===== src/rtl/regfile_wr_sched_if.sv =====
// regfile_wr_sched_if: writeback, long-latency result, decode-read and register-file write signals
interface regfile_wr_sched_if #(parameter int regSize = 4, parameter int dataSize = 16);
  logic                wbWr;
  logic [regSize-1:0]  wbDst;
  logic [dataSize-1:0] wbData;
  logic                wbWrR15;
  logic [dataSize-1:0] wbR15Data;
  logic                luValid;
  logic                luReady;
  logic [regSize-1:0]  luDst;
  logic [dataSize-1:0] luData;
  logic                luWrR15;
  logic [dataSize-1:0] luR15Data;
  logic [regSize-1:0]  rdA1;
  logic [regSize-1:0]  rdA2;
  logic                hazard;
  logic [1:0]          pendCnt;
  logic                wr;
  logic                wrR15;
  logic [regSize-1:0]  regDst;
  logic [dataSize-1:0] regDstData;
  logic [dataSize-1:0] regR15Data;
  modport master (
    output wbWr, wbDst, wbData, wbWrR15, wbR15Data, luValid, luDst, luData, luWrR15, luR15Data, rdA1, rdA2,
    input  luReady, hazard, pendCnt, wr, wrR15, regDst, regDstData, regR15Data
  );
  modport slave (
    input  wbWr, wbDst, wbData, wbWrR15, wbR15Data, luValid, luDst, luData, luWrR15, luR15Data, rdA1, rdA2,
    output luReady, hazard, pendCnt, wr, wrR15, regDst, regDstData, regR15Data
  );
endinterface


===== src/rtl/regfile_wr_sched.sv =====
// regfile_wr_sched: merges pipeline writeback with a 2-deep queue of long-latency results onto the register file write ports
module regfile_wr_sched #(
  parameter int regSize  = 4,
  parameter int dataSize = 16
) (
  input logic               clk,
  input logic               rst,
  regfile_wr_sched_if.slave bus
);
  typedef struct packed {
    logic [regSize-1:0]  dst;
    logic [dataSize-1:0] data;
    logic                wr15;
    logic [dataSize-1:0] r15;
  } entry_t;
  typedef enum logic {ISSUE, SPLIT} state_t;
  entry_t              mem_q [2];
  entry_t              head;
  state_t              state_q, state_d;
  logic                rd_q, wr_q;
  logic [1:0]          cnt_q;
  logic                push, pop;
  logic                wr_c, w15_c;
  logic [regSize-1:0]  dst_c;
  logic [dataSize-1:0] dd_c, d15_c;
  function automatic logic hits(entry_t e, logic [regSize-1:0] a1, logic [regSize-1:0] a2);
    return e.dst == a1 || e.dst == a2 || (e.wr15 && (a1 == '0 || a2 == '0));
  endfunction
  assign head        = mem_q[rd_q];
  assign bus.luReady = !rst && cnt_q != 2'd2;
  assign push        = bus.luValid && bus.luReady;
  assign bus.pendCnt = cnt_q;
  assign bus.hazard  = !rst && ((cnt_q != 2'd0 && hits(mem_q[rd_q], bus.rdA1, bus.rdA2)) ||
                                (cnt_q == 2'd2 && hits(mem_q[~rd_q], bus.rdA1, bus.rdA2)));
  // A head writing both R0 and R15 needs two cycles on the shared register; R15 lands last.
  always_comb begin
    wr_c    = bus.wbWr;
    dst_c   = bus.wbWr ? bus.wbDst : '0;
    dd_c    = bus.wbWr ? bus.wbData : '0;
    w15_c   = bus.wbWrR15 && !(bus.wbWr && bus.wbDst == '0);
    d15_c   = w15_c ? bus.wbR15Data : '0;
    pop     = 1'b0;
    state_d = state_q;
    if (state_q == SPLIT) begin
      if (!bus.wbWrR15) begin
        w15_c   = 1'b1;
        d15_c   = head.r15;
        pop     = 1'b1;
        state_d = ISSUE;
      end
    end else if (cnt_q != 2'd0 && !bus.wbWr && !(head.wr15 && bus.wbWrR15)) begin
      wr_c  = 1'b1;
      dst_c = head.dst;
      dd_c  = head.data;
      if (head.wr15 && head.dst == '0) begin
        state_d = SPLIT;
      end else begin
        w15_c = w15_c || head.wr15;
        d15_c = head.wr15 ? head.r15 : d15_c;
        pop   = 1'b1;
      end
    end
    if (rst) begin
      wr_c    = 1'b0;
      dst_c   = '0;
      dd_c    = '0;
      w15_c   = 1'b0;
      d15_c   = '0;
      pop     = 1'b0;
      state_d = ISSUE;
    end
  end
  assign bus.wr         = wr_c;
  assign bus.regDst     = dst_c;
  assign bus.regDstData = dd_c;
  assign bus.wrR15      = w15_c;
  assign bus.regR15Data = d15_c;
  always_ff @(posedge clk) begin
    if (rst) begin
      state_q <= ISSUE;
      cnt_q   <= 2'd0;
      rd_q    <= 1'b0;
      wr_q    <= 1'b0;
    end else begin
      state_q <= state_d;
      cnt_q   <= cnt_q + 2'(push) - 2'(pop);
      rd_q    <= rd_q ^ pop;
      wr_q    <= wr_q ^ push;
    end
  end
  always_ff @(posedge clk) begin
    if (push) mem_q[wr_q] <= '{dst: bus.luDst, data: bus.luData, wr15: bus.luWrR15, r15: bus.luR15Data};
  end
endmodule


===== src/flat_wrapper.sv =====
// flat-port wrapper written by rule: the top's interface ports become plain ports
module regfile_wr_sched_flat 
#(
  parameter int regSize  = 4,
  parameter int dataSize = 16
)
  (clk, rst, bus_wbWr, bus_wbDst, bus_wbData, bus_wbWrR15, bus_wbR15Data, bus_luValid, bus_luDst, bus_luData, bus_luWrR15, bus_luR15Data, bus_rdA1, bus_rdA2, bus_luReady, bus_hazard, bus_pendCnt, bus_wr, bus_wrR15, bus_regDst, bus_regDstData, bus_regR15Data);
  regfile_wr_sched_if #(.regSize(regSize), .dataSize(dataSize)) bus_i ();
  input logic clk;
  input logic rst;
  input wire logic [$bits(bus_i.wbWr)-1:0] bus_wbWr;
  input wire logic [$bits(bus_i.wbDst)-1:0] bus_wbDst;
  input wire logic [$bits(bus_i.wbData)-1:0] bus_wbData;
  input wire logic [$bits(bus_i.wbWrR15)-1:0] bus_wbWrR15;
  input wire logic [$bits(bus_i.wbR15Data)-1:0] bus_wbR15Data;
  input wire logic [$bits(bus_i.luValid)-1:0] bus_luValid;
  input wire logic [$bits(bus_i.luDst)-1:0] bus_luDst;
  input wire logic [$bits(bus_i.luData)-1:0] bus_luData;
  input wire logic [$bits(bus_i.luWrR15)-1:0] bus_luWrR15;
  input wire logic [$bits(bus_i.luR15Data)-1:0] bus_luR15Data;
  input wire logic [$bits(bus_i.rdA1)-1:0] bus_rdA1;
  input wire logic [$bits(bus_i.rdA2)-1:0] bus_rdA2;
  output wire logic [$bits(bus_i.luReady)-1:0] bus_luReady;
  output wire logic [$bits(bus_i.hazard)-1:0] bus_hazard;
  output wire logic [$bits(bus_i.pendCnt)-1:0] bus_pendCnt;
  output wire logic [$bits(bus_i.wr)-1:0] bus_wr;
  output wire logic [$bits(bus_i.wrR15)-1:0] bus_wrR15;
  output wire logic [$bits(bus_i.regDst)-1:0] bus_regDst;
  output wire logic [$bits(bus_i.regDstData)-1:0] bus_regDstData;
  output wire logic [$bits(bus_i.regR15Data)-1:0] bus_regR15Data;
  assign bus_i.wbWr = bus_wbWr;
  assign bus_i.wbDst = bus_wbDst;
  assign bus_i.wbData = bus_wbData;
  assign bus_i.wbWrR15 = bus_wbWrR15;
  assign bus_i.wbR15Data = bus_wbR15Data;
  assign bus_i.luValid = bus_luValid;
  assign bus_i.luDst = bus_luDst;
  assign bus_i.luData = bus_luData;
  assign bus_i.luWrR15 = bus_luWrR15;
  assign bus_i.luR15Data = bus_luR15Data;
  assign bus_i.rdA1 = bus_rdA1;
  assign bus_i.rdA2 = bus_rdA2;
  assign bus_luReady = bus_i.luReady;
  assign bus_hazard = bus_i.hazard;
  assign bus_pendCnt = bus_i.pendCnt;
  assign bus_wr = bus_i.wr;
  assign bus_wrR15 = bus_i.wrR15;
  assign bus_regDst = bus_i.regDst;
  assign bus_regDstData = bus_i.regDstData;
  assign bus_regR15Data = bus_i.regR15Data;
  regfile_wr_sched #(.regSize(regSize), .dataSize(dataSize)) u_core (.clk(clk), .rst(rst), .bus(bus_i));
endmodule

===== config.mk =====
export PLATFORM = sky130hd
export DESIGN_NAME = regfile_wr_sched_flat
export DESIGN_NICKNAME = d
export VERILOG_FILES = /design/src/rtl/regfile_wr_sched_if.sv /design/src/rtl/regfile_wr_sched.sv /design/src/flat_wrapper.sv
export SDC_FILE = /design/constraint.sdc
export NUM_CORES = 1
export LEC_CHECK = 0
export BUFFER_PORTS_ARGS = -buffer_cell sky130_fd_sc_hd__buf_2
export CAP_MARGIN = 20
export CORE_MARGIN = 4
export CORE_UTILIZATION = 46
export DETAILED_ROUTE_END_ITERATION = 10
export HOLD_SLACK_MARGIN = 0.15
export PLACE_DENSITY = 0.77
export SLEW_MARGIN = 15
export SYNTH_ARGS = -nofsm -noshare
export SYNTH_HDL_FRONTEND = slang
export SYNTH_SLANG_ARGS = --single-unit

===== constraint.sdc =====
create_clock -name clk -period 2.2 [get_ports clk]
set_input_delay 0.11 -clock clk [delete_from_list [all_inputs] [get_ports clk]]
set_output_delay 0.11 -clock clk [all_outputs]
set_load 0.005 [all_outputs]

==> results of run 1 <==
==> area by class of cell <==
cell class | count | area share, %
sequential | 79 | 41.83
inverter | 3 | 0.2025
multi-input combinational | 194 | 28.94
tap | 105 | 2.363
timing repair buffer | 197 | 23.72
clock inverter | 6 | 0.6526
clock buffer | 10 | 2.295
==> registers in the layout, indices dropped and copies added, names as in the netlist <==
register and cells:
u_core.bus.pendCnt 2, u_core.mem_q 74, u_core.rd_q 1, u_core.state_q 1
u_core.wr_q 1
==> logic make-up (layout without fill, tap and decap cells) <==
kind of cell    after synthesis  in the layout
simple gates                 82             82
flops                        79             79
compound gates               47             47
mux                          43             43
buf+inv                      22            216
xor+xnor                     18             18
fa+ha+maj                     4              4
==> worst reg2reg max path: stages (launching register included) <==
cell and delay, ps:
dfxtp_4 370, mux2_4 310, a2111oi_4 390, o21ai_2 130, a21oi_2 140, ha_1 240
inv_1 50, ha_1 150, xor2_1 170, xnor2_1 140, nor2_1 60
==> stage by stage <==
step / hold slack (ps) / total power, uW
2_1_floorplan: 208.9 / 2187
3_3_place_gp: 299.8 / 2423
3_5_place_dp: 303.0 / 2446
4_1_cts: 236.6 / 3430
5_1_grt: 265.1 / 3678
6_report: 251.9 / 3507
==> metal layers <==
layer / GRT usage, % / vias to the layer above / share of wire (%)
li1: - / 1477 / -
met1: 21.84 / 1452 / 39
met5: 0 / - / 0
met4: 7.878 / 0 / 2.2
met2: 36.00 / 88 / 54
met3: 2.805 / 20 / 4.6
==> power groups by stage <==
| stage | clock network, uW | registers (uW) | logic [uW] |
|---|---|---|---|
| 2_1_floorplan | 0 | 1780 | 403 |
| 3_3_place_gp | 0 | 1780 | 638 |
| 3_5_place_dp | 0 | 1790 | 655 |
| 4_1_cts | 917 | 1760 | 756 |
| 5_1_grt | 992 | 1770 | 919 |
| 6_report | 895 | 1760 | 851 |
==> repair_timing <==
| action | in CTS | in global routing |
|---|---|---|
| endpoints found under the setup margin | 22 | 41 |
| hold buffers | 37 | 0 |
| cloned | 1 | 1 |
| setup buffers | 10 | 3 |
| gates resized for setup | 5 | 45 |
| endpoints found under the hold margin | 74 | 0 |
| pin swaps | 5 | 29 |
==> worst paths after layout <==
check | from | to | slack, ps | cells past startpoint
worst min-delay path | rst | u_core.wr_q | 250 | 3
worst max-delay path | u_core.rd_q | bus_regR15Data[9] | -80 | 9
worst min register to register | u_core.bus.pendCnt[1] | u_core.bus.pendCnt[1] | 610 | 2
worst max register to register | u_core.rd_q | u_core.bus.pendCnt[1] | -70 | 10
==> cell usage in the layout, fill, tap and decap left out, types with 2 or more instances in the layout <==
cell type and instances:
buf_6 2, nand2_1 20, clkinvlp_4 2, dfxtp_1 4, nor4_2 2, nand2b_1 2, clkbuf_8 9, mux2_2 16
a21oi_1 17, buf_12 2, mux2i_2 6, clkinv_1 2, buf_2 127, edfxtp_1 74, buf_8 2, buf_4 26
nor3_1 2, or2b_1 3, a22oi_1 2, nor2_1 25, a21oi_2 6, nor4_1 4, or3_1 13, a22oi_2 15
inv_1 3, mux2i_1 17, xnor2_1 16, dlygate4sd3_1 37, or3_4 3, mux2i_4 3, ha_1 2, ha_2 2
==> metrics.yaml, run 1 <==
failed_checks: "setup timing"
place_area_sq_mm: 0.004684
synth_top_family_by_area: "multiplexers"
drc: 0
synth_mux_area_share_pct: 11.94
setup_tns_ps: -1043
slew_headroom_pct: 60.13
power_frac_seq_pct: 50.2
cts_buffers: 9
n_antenna_cell: 0
h-tree-depth: 3
cts.root.buffer_cell: "clkbuf_8"
start_util_pct: 47.05
min_path_type: "in -> reg"
slowest_delay_ps: 360
dp_cells: 528
synthTopCellsByArea: "edfxtp_1, mux2i_1, mux2_2, xnor2_1, a22oi_1"
cts.sinks: 79
ys_seq_area_share_pct: 60.38
max_freq_mhz: 438.7
drv_cap: 0
fin_nets: 574
cts.path.max_buffers: 2
final_area_sq_mm: 0.005560
yosysUniqueCellTypes: 37
overflow: 0
synth.largest_area_cell: "edfxtp_1"
ant_nets: 0
synthCells: 295
ir_drop_v: 0.0004467
synth_nets: 385
crit_chain: "buf_12, mux2i_2, buf_4, nor3_4, a21oi_2, buf_12, or3_1, a21oi_1, buf_2"
crit_top_cell: "buf_12"
tightest_slew_ps: 598.0
synth_seq_cells: 79
clk_pin_slew_ps: 70
dp_worst_setup_slack_ps: -62.02
routed_via_density: 5.113
antenna_found_initial: 0
post-synth-top-count-cell: "edfxtp_1"
grt_pass1_vias: 3319
synth_ff_type: "edfxtp_1"
syn-cell-area_sq_mm: 0.003846
worstSetupPathType: "reg -> out"
internal-power_uw: 2583
synth_adder_area_share_pct: 1.301
grt_pass1_wl_um: 15160
switching_share_pct: 26.35
track_usage_pct: 19.26
fp-row-count: 33
syn_to_final_growth_pct: 44.57
crit_path_max_fanout: 17
first_pass_iters: 4
yosysTopAreaCellShare_pct: 57.77
slowest_stage: "dfxtp_4"
fp.dieH_um: 99.44
gp_congestion: 0.8091
final_cells: 594
insertion_delay_ps: 340
dp_hpwl_um: 6120
slew_violations: 0
power_switching_uw: 924.0
crit_path_end_kind: "output port"
register_area_sq_mm: 0.002326
worst_slack_ps: -79.46
syn_avg_cell_area_sq_um: 13.04
fin_util_pct: 68.01
finClkSkew_ps: 12.02
critPathLaunchType: "register"
arrival_ps: 2170
grt_max_degree: 27
critPathBufInv: 4
comb_power_share_pct: 24.3
wl_per_cell_um: 15.92
synth_edf_count: 74
crit_family: "buffers and inverters"
io_buffers: 127
cts_tree: "built"
ys_warn_count: 0
vias: 3037
ios: 128
p_leak_uw: 0.002142
final.fill_count: 591
core_sq_mm: 0.008175
synth_common_cells: "edfxtp_1, nor2_1, mux2i_1"
multi_input_area_sq_mm: 0.001609
period_share_pct: 103.6
setup_violations: 19
die_w_um: 99.44
required_ps: 2090
dieArea_sq_mm: 0.009888
p_per_area_mw_per_mm2: 630.7
clkPwrFrac_pct: 25.5
drt_iter0_markers: 62
synth_compound_area_share_pct: 8.393
hold_violations: 0
rsz0062_at_grt: "true"
wl_um: 9454
async_reset_ff_share_pct: 0
outcome: "finished, violations left"
layout-drive-gt1-share_pct: 48.06
period_needed_ps: 2279
synthSimpleGateAreaFrac_pct: 10.74
yosys.area_share.xor_xnor_pct: 4.099
(Power assumes the default switching activity.)
==> run 2, diff against run 1 <==
--- a/config.mk
+++ b/config.mk
@@ -11,7 +11,7 @@
 export CORE_UTILIZATION = 46
 export DETAILED_ROUTE_END_ITERATION = 10
 export HOLD_SLACK_MARGIN = 0.15
-export PLACE_DENSITY = 0.77
+export PLACE_DENSITY = 0.74
 export SLEW_MARGIN = 15
 export SYNTH_ARGS = -nofsm -noshare
 export SYNTH_HDL_FRONTEND = slang
==> constraint.sdc (replaced) <==
create_clock -name clk -period 2.23 [get_ports clk]
set_input_delay 0.1115 -clock clk [delete_from_list [all_inputs] [get_ports clk]]
set_output_delay 0.1115 -clock clk [all_outputs]
set_load 0.005 [all_outputs]
==> run 2 against run 1 <==
  * The flow still finishes with violations (setup timing)
  * Non-clock buffer count fell by 5
  * Combinational power down 7.5%
  * Utilization decreased by 1.3 points
  * Final area is 1.9% lower
  * Hold slack improved by 37 ps
  * Die area stayed put
  * Worst setup slack worse by 35 ps
  * Sequential power about the same
  * Critical path depth grew 1
  * Via count decreased by 1.2%
  * Sequential share of layout area rose by 0.80 points
  * Critical path type is now reg -> reg
  * Critical endpoint is now u_core.bus.pendCnt[1]
  * Largest power group unchanged
==> metrics.yaml, run 2 (synthesized netlist as in run 1, its figures left out) <==
cts.root.buffer_cell: "clkbuf_8"  # unchanged
grt_max_degree: 38  # was 27
fp-row-count: 33  # unchanged
rsz0062_at_grt: "true"  # unchanged
gp_congestion: 0.8532  # was 0.8091
fin_total_pwr_uw: 3386  # was 3507 uW
setup_tns_ps: -1071  # was -1043 ps
rr_endpoint: "u_core.bus.pendCnt[1]"  # unchanged
period_share_pct: 105.1
ff2ff_path_depth: 10  # unchanged
largest_register_ffs: 74  # unchanged
drt_iter0_markers: 104  # was 62
grt_pass1_wl_um: 15110  # was 15160 um
dieArea_sq_mm: 0.009888  # unchanged
outcome: "finished, violations left"  # unchanged
drv_cap: 0  # unchanged
slew_headroom_pct: 62.19  # was 60.13%
top_register: "u_core.mem_q"  # unchanged
failed_checks: "setup timing"  # unchanged
crit_start: "u_core.mem_q[1][16]"  # was u_core.rd_q
max_freq_mhz: 426.6
arrival_ps: 2570  # was 2170 ps
insertion_delay_ps: 340  # about the same
final_common_cell: "buf_2"  # unchanged
fp.dieH_um: 99.44  # unchanged
r2r-start: "u_core.mem_q[1][16]"  # was u_core.rd_q
h-tree-depth: 3  # unchanged
ant_nets: 0  # unchanged
whs_ps: 288.5  # was 251.9 ps
internal-power_uw: 2501  # was 2583 uW
antenna_found_initial: 0  # unchanged
required_ps: 2460  # was 2090 ps
p_leak_uw: 0.002099  # was 0.002142 uW
clkPwrFrac_pct: 25.5  # about the same
power_switching_uw: 885.0  # was 924.0 uW
fin_nets: 569  # was 574
worstSetupPathType: "reg -> reg"  # was reg -> out
period_needed_ps: 2344
tightest_slew_ps: 567.2  # was 598.0 ps
final.fill_count: 619  # was 591
finClkSkew_ps: 12.05  # was 12.02 ps
clk_pin_slew_ps: 80  # was 70 ps
cts_buffers: 9  # unchanged
start_util_pct: 47.05  # unchanged
critPathCapture: "u_core.bus.pendCnt[1]"  # was bus_regR15Data[9]
n_antenna_cell: 0  # unchanged
first_pass_iters: 4  # unchanged
fin_util_pct: 66.74  # was 68.01%
hold_violations: 0  # unchanged
switching_share_pct: 26.14  # was 26.35%
syn_to_final_growth_pct: 41.87  # was 44.57%
cts.sinks: 79  # unchanged
drc: 0  # unchanged
io_buffers: 127  # unchanged
track_usage_pct: 19.46  # was 19.26%
min_path_type: "in -> reg"  # unchanged
core_sq_mm: 0.008175  # unchanged
grt_pass1_vias: 3170  # was 3319
wl_um: 9540  # was 9454 um
final_cell_mix: "buf_2, edfxtp_1, dlygate4sd3_1"  # unchanged
p_per_area_mw_per_mm2: 620.5  # was 630.7 mW/mm^2
final_cells: 588  # was 594
worst_slack_ps: -114.1  # was -79.46 ps
slew_violations: 0  # unchanged
power_frac_seq_pct: 51.3  # was 50.2%
cts.path.max_buffers: 2  # unchanged
overflow: 0  # unchanged
wl_per_cell_um: 16.22  # was 15.92 um
cts_tree: "built"  # unchanged
reg2reg_slack_ps: -110  # was -70 ps
dp_hpwl_um: 6436  # was 6120 um
crit_path_max_fanout: 3  # was 17
dp_cells: 529  # was 528
ios: 128  # unchanged
setup_violations: 25  # was 19
routed_via_density: 5.105  # was 5.113
layout-drive-gt1-share_pct: 46.79  # was 48.06%
die_w_um: 99.44  # unchanged
ir_drop_v: 0.0003948  # was 0.0004467 V
vias: 3002  # was 3037
critPathLaunchType: "register"  # unchanged
crit_path_end_kind: "register"  # was output port
comb_power_share_pct: 23.2  # was 24.3%
==> run 2: changes by cell type in the layout (fill, tap and decap cells not counted), moves of 2 or more <==
cell / previous run / this run
buf_4: 26 / 22
mux2i_1: 17 / 20
nor2_1: 25 / 27
or3_1: 13 / 10
a21oi_2: 6 / 14
a22oi_2: 15 / 5
a21oi_1: 17 / 9
mux2i_2: 6 / 4
a22oi_1: 2 / 12
or3_4: 3 / 6
clkinv_2: 1 / 3
==> run 2: critical path, cell delays in order (launching register included) <==
cell and delay, ps:
edfxtp_1 420, mux2_4 290, a2111oi_4 410, o21ai_2 140, a21oi_2 150, ha_1 230
inv_1 60, ha_2 180, xor2_2 160, xnor2_1 140, nor2_1 60
==> run 2: metrics by stage <==
step | worst slack (ps) | instance area (sq um)
after floorplan | -24.77 | 3846
after global routing | -212.4 | 5456
final | -114.1 | 5456
after global placement | 99.98 | 4692
after detailed placement | -16.58 | 4692
after CTS | -127.1 | 5329
==> run 2: worst min path at each step <==
stage / from / end / cells after the start / slack [ps]
after floorplan: bus_luR15Data[0] / u_core.mem_q[0][0] / 0 / 210
after global placement: bus_luData[2] / u_core.mem_q[0][19] / 1 / 300
after detailed placement: bus_luR15Data[8] / u_core.mem_q[1][8] / 1 / 300
after CTS: bus_luValid / u_core.wr_q / 4 / 270
after global routing: bus_luValid / u_core.wr_q / 4 / 300
final: bus_luValid / u_core.wr_q / 4 / 290
==> run 2: per-layer routing <==
layer	GRT usage [%]	part of all wire, %	vias to the layer above
met5	0	0	-
met4	5.567	0.96	0
met3	3.156	5.3	10
met2	36.52	54	94
met1	22.81	39	1434
li1	-	-	1464
==> run 2: area by class of cell <==
cell class | instances | area (sq um) | share of cell area (%)
flip-flops and latches | 79 | 2326 | 42.63
inverters | 3 | 11.26 | 0.2064
well taps | 105 | 131.4 | 2.408
repair buffers | 192 | 1259 | 23.07
clock inverters | 5 | 26.28 | 0.4815
multi-input cells | 194 | 1575 | 28.87
clock buffers | 10 | 127.6 | 2.339
==> run 2: repair_timing <==
| item | 4_1_cts | 5_1_grt |
|---|---|---|
| gates resized for setup | 15 | 28 |
| setup endpoints to repair | 22 | 40 |
| hold buffers | 38 | 0 |
| setup buffers | 4 | 3 |
| hold endpoints to repair | 76 | 0 |
| cloned | 1 | 0 |
| pin swaps | 12 | 15 |
==> run 2: power groups by stage <==
stage / clock, uW / combinational [uW] / sequential [uW]
final: 863 / 787 / 1740
after global routing: 947 / 858 / 1740
after global placement: 0 / 645 / 1760
after detailed placement: 0 / 662 / 1770
after CTS: 891 / 756 / 1740
after floorplan: 0 / 397 / 1760
==> run 3, diff against run 2 <==
--- a/config.mk
+++ b/config.mk
@@ -11,7 +11,7 @@
 export CORE_UTILIZATION = 46
 export DETAILED_ROUTE_END_ITERATION = 10
 export HOLD_SLACK_MARGIN = 0.15
-export PLACE_DENSITY = 0.74
+export PLACE_DENSITY = 0.78
 export SLEW_MARGIN = 15
 export SYNTH_ARGS = -nofsm -noshare
 export SYNTH_HDL_FRONTEND = slang
==> run 3 against run 2 <==
  * The run still ends with setup timing left
  * Die area did not move
  * Clock power rose by 31%
  * Final area rose by 2.4%
  * Critical path type is now reg -> out
  * Highest routed layer unchanged
==> metrics.yaml, run 3 (synthesized netlist as in run 1, its figures left out) <==
h-tree-depth: 3  # unchanged
ios: 128  # unchanged
routed_via_density: 5.118  # was 5.105
setup_violations: 26  # was 25
crit_top_cell: "buf_12"
first_pass_iters: 4  # unchanged
rsz0062_at_grt: "true"  # unchanged
finClkSkew_ps: 8.171  # was 12.05 ps
p_per_area_mw_per_mm2: 662.4  # was 620.5 mW/mm^2
crit_chain: "buf_12, buf_12, mux2i_4, xnor2_2, nor4_2, o31ai_1, a211oi_1, buf_2"  # was mux2_4, a2111oi_4, o21ai_2, a21oi_2, ha_1, inv_1, ha_2, xor2_2, xnor2_1, nor2_1
clk_pin_slew_ps: 80  # about the same
final_common_cell: "buf_2"  # unchanged
final_area_sq_mm: 0.005587  # was 0.005456 sq mm
max_freq_mhz: 425.1  # was 426.6 MHz
crit_path_end_kind: "output port"  # was register
track_usage_pct: 19.20  # was 19.46%
cts.root.buffer_cell: "clkbuf_8"  # unchanged
fp.dieH_um: 99.44  # unchanged
min_path_type: "in -> reg"  # unchanged
vias: 3025  # was 3002
slew_violations: 0  # unchanged
crit_family: "buffers and inverters"  # was compound AO/OA/AOI/OAI gates
dieArea_sq_mm: 0.009888  # unchanged
outcome: "finished, violations left"  # unchanged
layout-drive-gt1-share_pct: 45.47  # was 46.79%
worstSetupPathType: "reg -> out"  # was reg -> reg
critPathLaunchType: "register"  # unchanged
wl_um: 9851  # was 9540 um
die_w_um: 99.44  # unchanged
cts.sinks: 79  # unchanged
n_antenna_cell: 0  # unchanged
slowest_stage: "dfxtp_4"  # was edfxtp_1
syn_to_final_growth_pct: 45.25  # was 41.87%
final_cells: 591  # was 588
arrival_ps: 2240  # was 2570 ps
cts.path.max_buffers: 2  # unchanged
drc: 0  # unchanged
top_register: "u_core.mem_q"  # unchanged
failed_checks: "setup timing"  # unchanged
insertion_delay_ps: 340  # about the same
core_sq_mm: 0.008175  # unchanged
dp_cells: 526  # was 529
critPathBufInv: 3  # was 1
grt_pass1_vias: 3154  # was 3170
final.fill_count: 606  # was 619
hold_violations: 0  # unchanged
period_needed_ps: 2352  # was 2344 ps
gp_congestion: 0.8121  # was 0.8532
cts_tree: "built"  # unchanged
worst_slack_ps: -122.5  # was -114.1 ps
grt_max_degree: 35  # was 38
drv_cap: 0  # unchanged
p_leak_uw: 0.002149  # was 0.002099 uW
drt_iter0_markers: 96  # was 104
start_util_pct: 47.05  # unchanged
io_buffers: 127  # unchanged
cts_buffers: 9  # unchanged
place_area_sq_mm: 0.004669  # was 0.004692 sq mm
period_share_pct: 105.5  # was 105.1%
antenna_found_initial: 0  # unchanged
required_ps: 2120  # was 2460 ps
dp_hpwl_um: 6184  # was 6436 um
tightest_slew_ps: 552.8  # was 567.2 ps
overflow: 0  # unchanged
ir_drop_v: 0.0003774  # was 0.0003948 V
slowest_delay_ps: 400  # was 420 ps
grt_pass1_wl_um: 14900  # was 15110 um
slew_headroom_pct: 63.15  # was 62.19%
fp-row-count: 33  # unchanged
final_cell_mix: "buf_2, edfxtp_1, dlygate4sd3_1"  # unchanged
reg2reg_slack_ps: 30  # was -110 ps
ant_nets: 0  # unchanged
largest_register_ffs: 74  # unchanged
fin_nets: 571  # was 569
wl_per_cell_um: 16.67  # was 16.22 um
crit_path_max_fanout: 5  # was 3
run 3: cell types whose count changed in the layout (fill, tap and decap cells not counted), sizes merged:
cell	change
buf	+1
bufinv	+2
clkbuf	+1
clkinv	-1
run 3: final timing paths:
kind                            cells after the start             startpoint                    end
worst max-delay path                                8            u_core.rd_q             bus_hazard
worst min-delay path                                4            bus_luValid            u_core.wr_q
worst max register to register                     11            u_core.rd_q  u_core.bus.pendCnt[1]
worst min register to register                      2  u_core.bus.pendCnt[1]  u_core.bus.pendCnt[1]
run 3: what timing repair did:
| action | 4_1_cts | 5_1_grt |
|---|---|---|
| setup endpoints to repair | 22 | 40 |
| setup buffers | 6 | 3 |
| hold endpoints to repair | 78 | 0 |
| cloned | 1 | 1 |
| hold buffers | 38 | 0 |
| pin swaps | 4 | 20 |
| gates resized for setup | 7 | 35 |
run 3: layout make-up:
| type | instances | area [sq um] | share of cell area, % |
|---|---|---|---|
| clock inverter | 6 | 85.08 | 1.523 |
| inverter | 3 | 11.26 | 0.2016 |
| multi-input combinational | 194 | 1589 | 28.44 |
| timing repair buffer | 194 | 1316 | 23.56 |
| tap | 105 | 131.4 | 2.352 |
| sequential | 79 | 2326 | 41.63 |
| clock buffer | 10 | 127.6 | 2.284 |
run 3: per-stage QoR:
step                      util, %  hold slack, ps  TNS (ps)  power, uW  setup slack, ps
after floorplan                 -           210.4    -24.77       2157           -24.77
after global placement      57.12           299.5         0       2389            90.26
after detailed placement    57.12           302.8    -16.57       2410           -16.57
after CTS                   65.52           244.5     -1121       3611           -77.06
after global routing        68.33           332.4     -4852       3868           -238.6
final                       68.33           329.7    -806.4       3701           -122.5
run 3: worst reg2reg max path, delay by kind of cell (launching register included):
kind,cells,cell delay [ps]
adders and majority gates,2,440
DFF,1,400
xor gates and xnor gates,2,310
AOI/OAI and AO/OA,2,300
muxes,1,270
and+or+nand+nor,2,210
buffers and inverters,2,180
run 3: per-layer routing:
metal | GRT usage, % | up-vias | wire [um]
met2 | 36.21 | 93 | 5398
met1 | 21.62 | 1439 | 3777
li1 | - | 1475 | -
met4 | 7.668 | 0 | 210
met3 | 2.735 | 18 | 464
met5 | 0 | - | 0
run 3: power breakdown:
group | switching, uW | leakage, uW | internal (uW)
logic | 394 | 0.00132 | 439
clock network | 500 | 0.000104 | 627
registers | 34.2 | 0.000720 | 1710
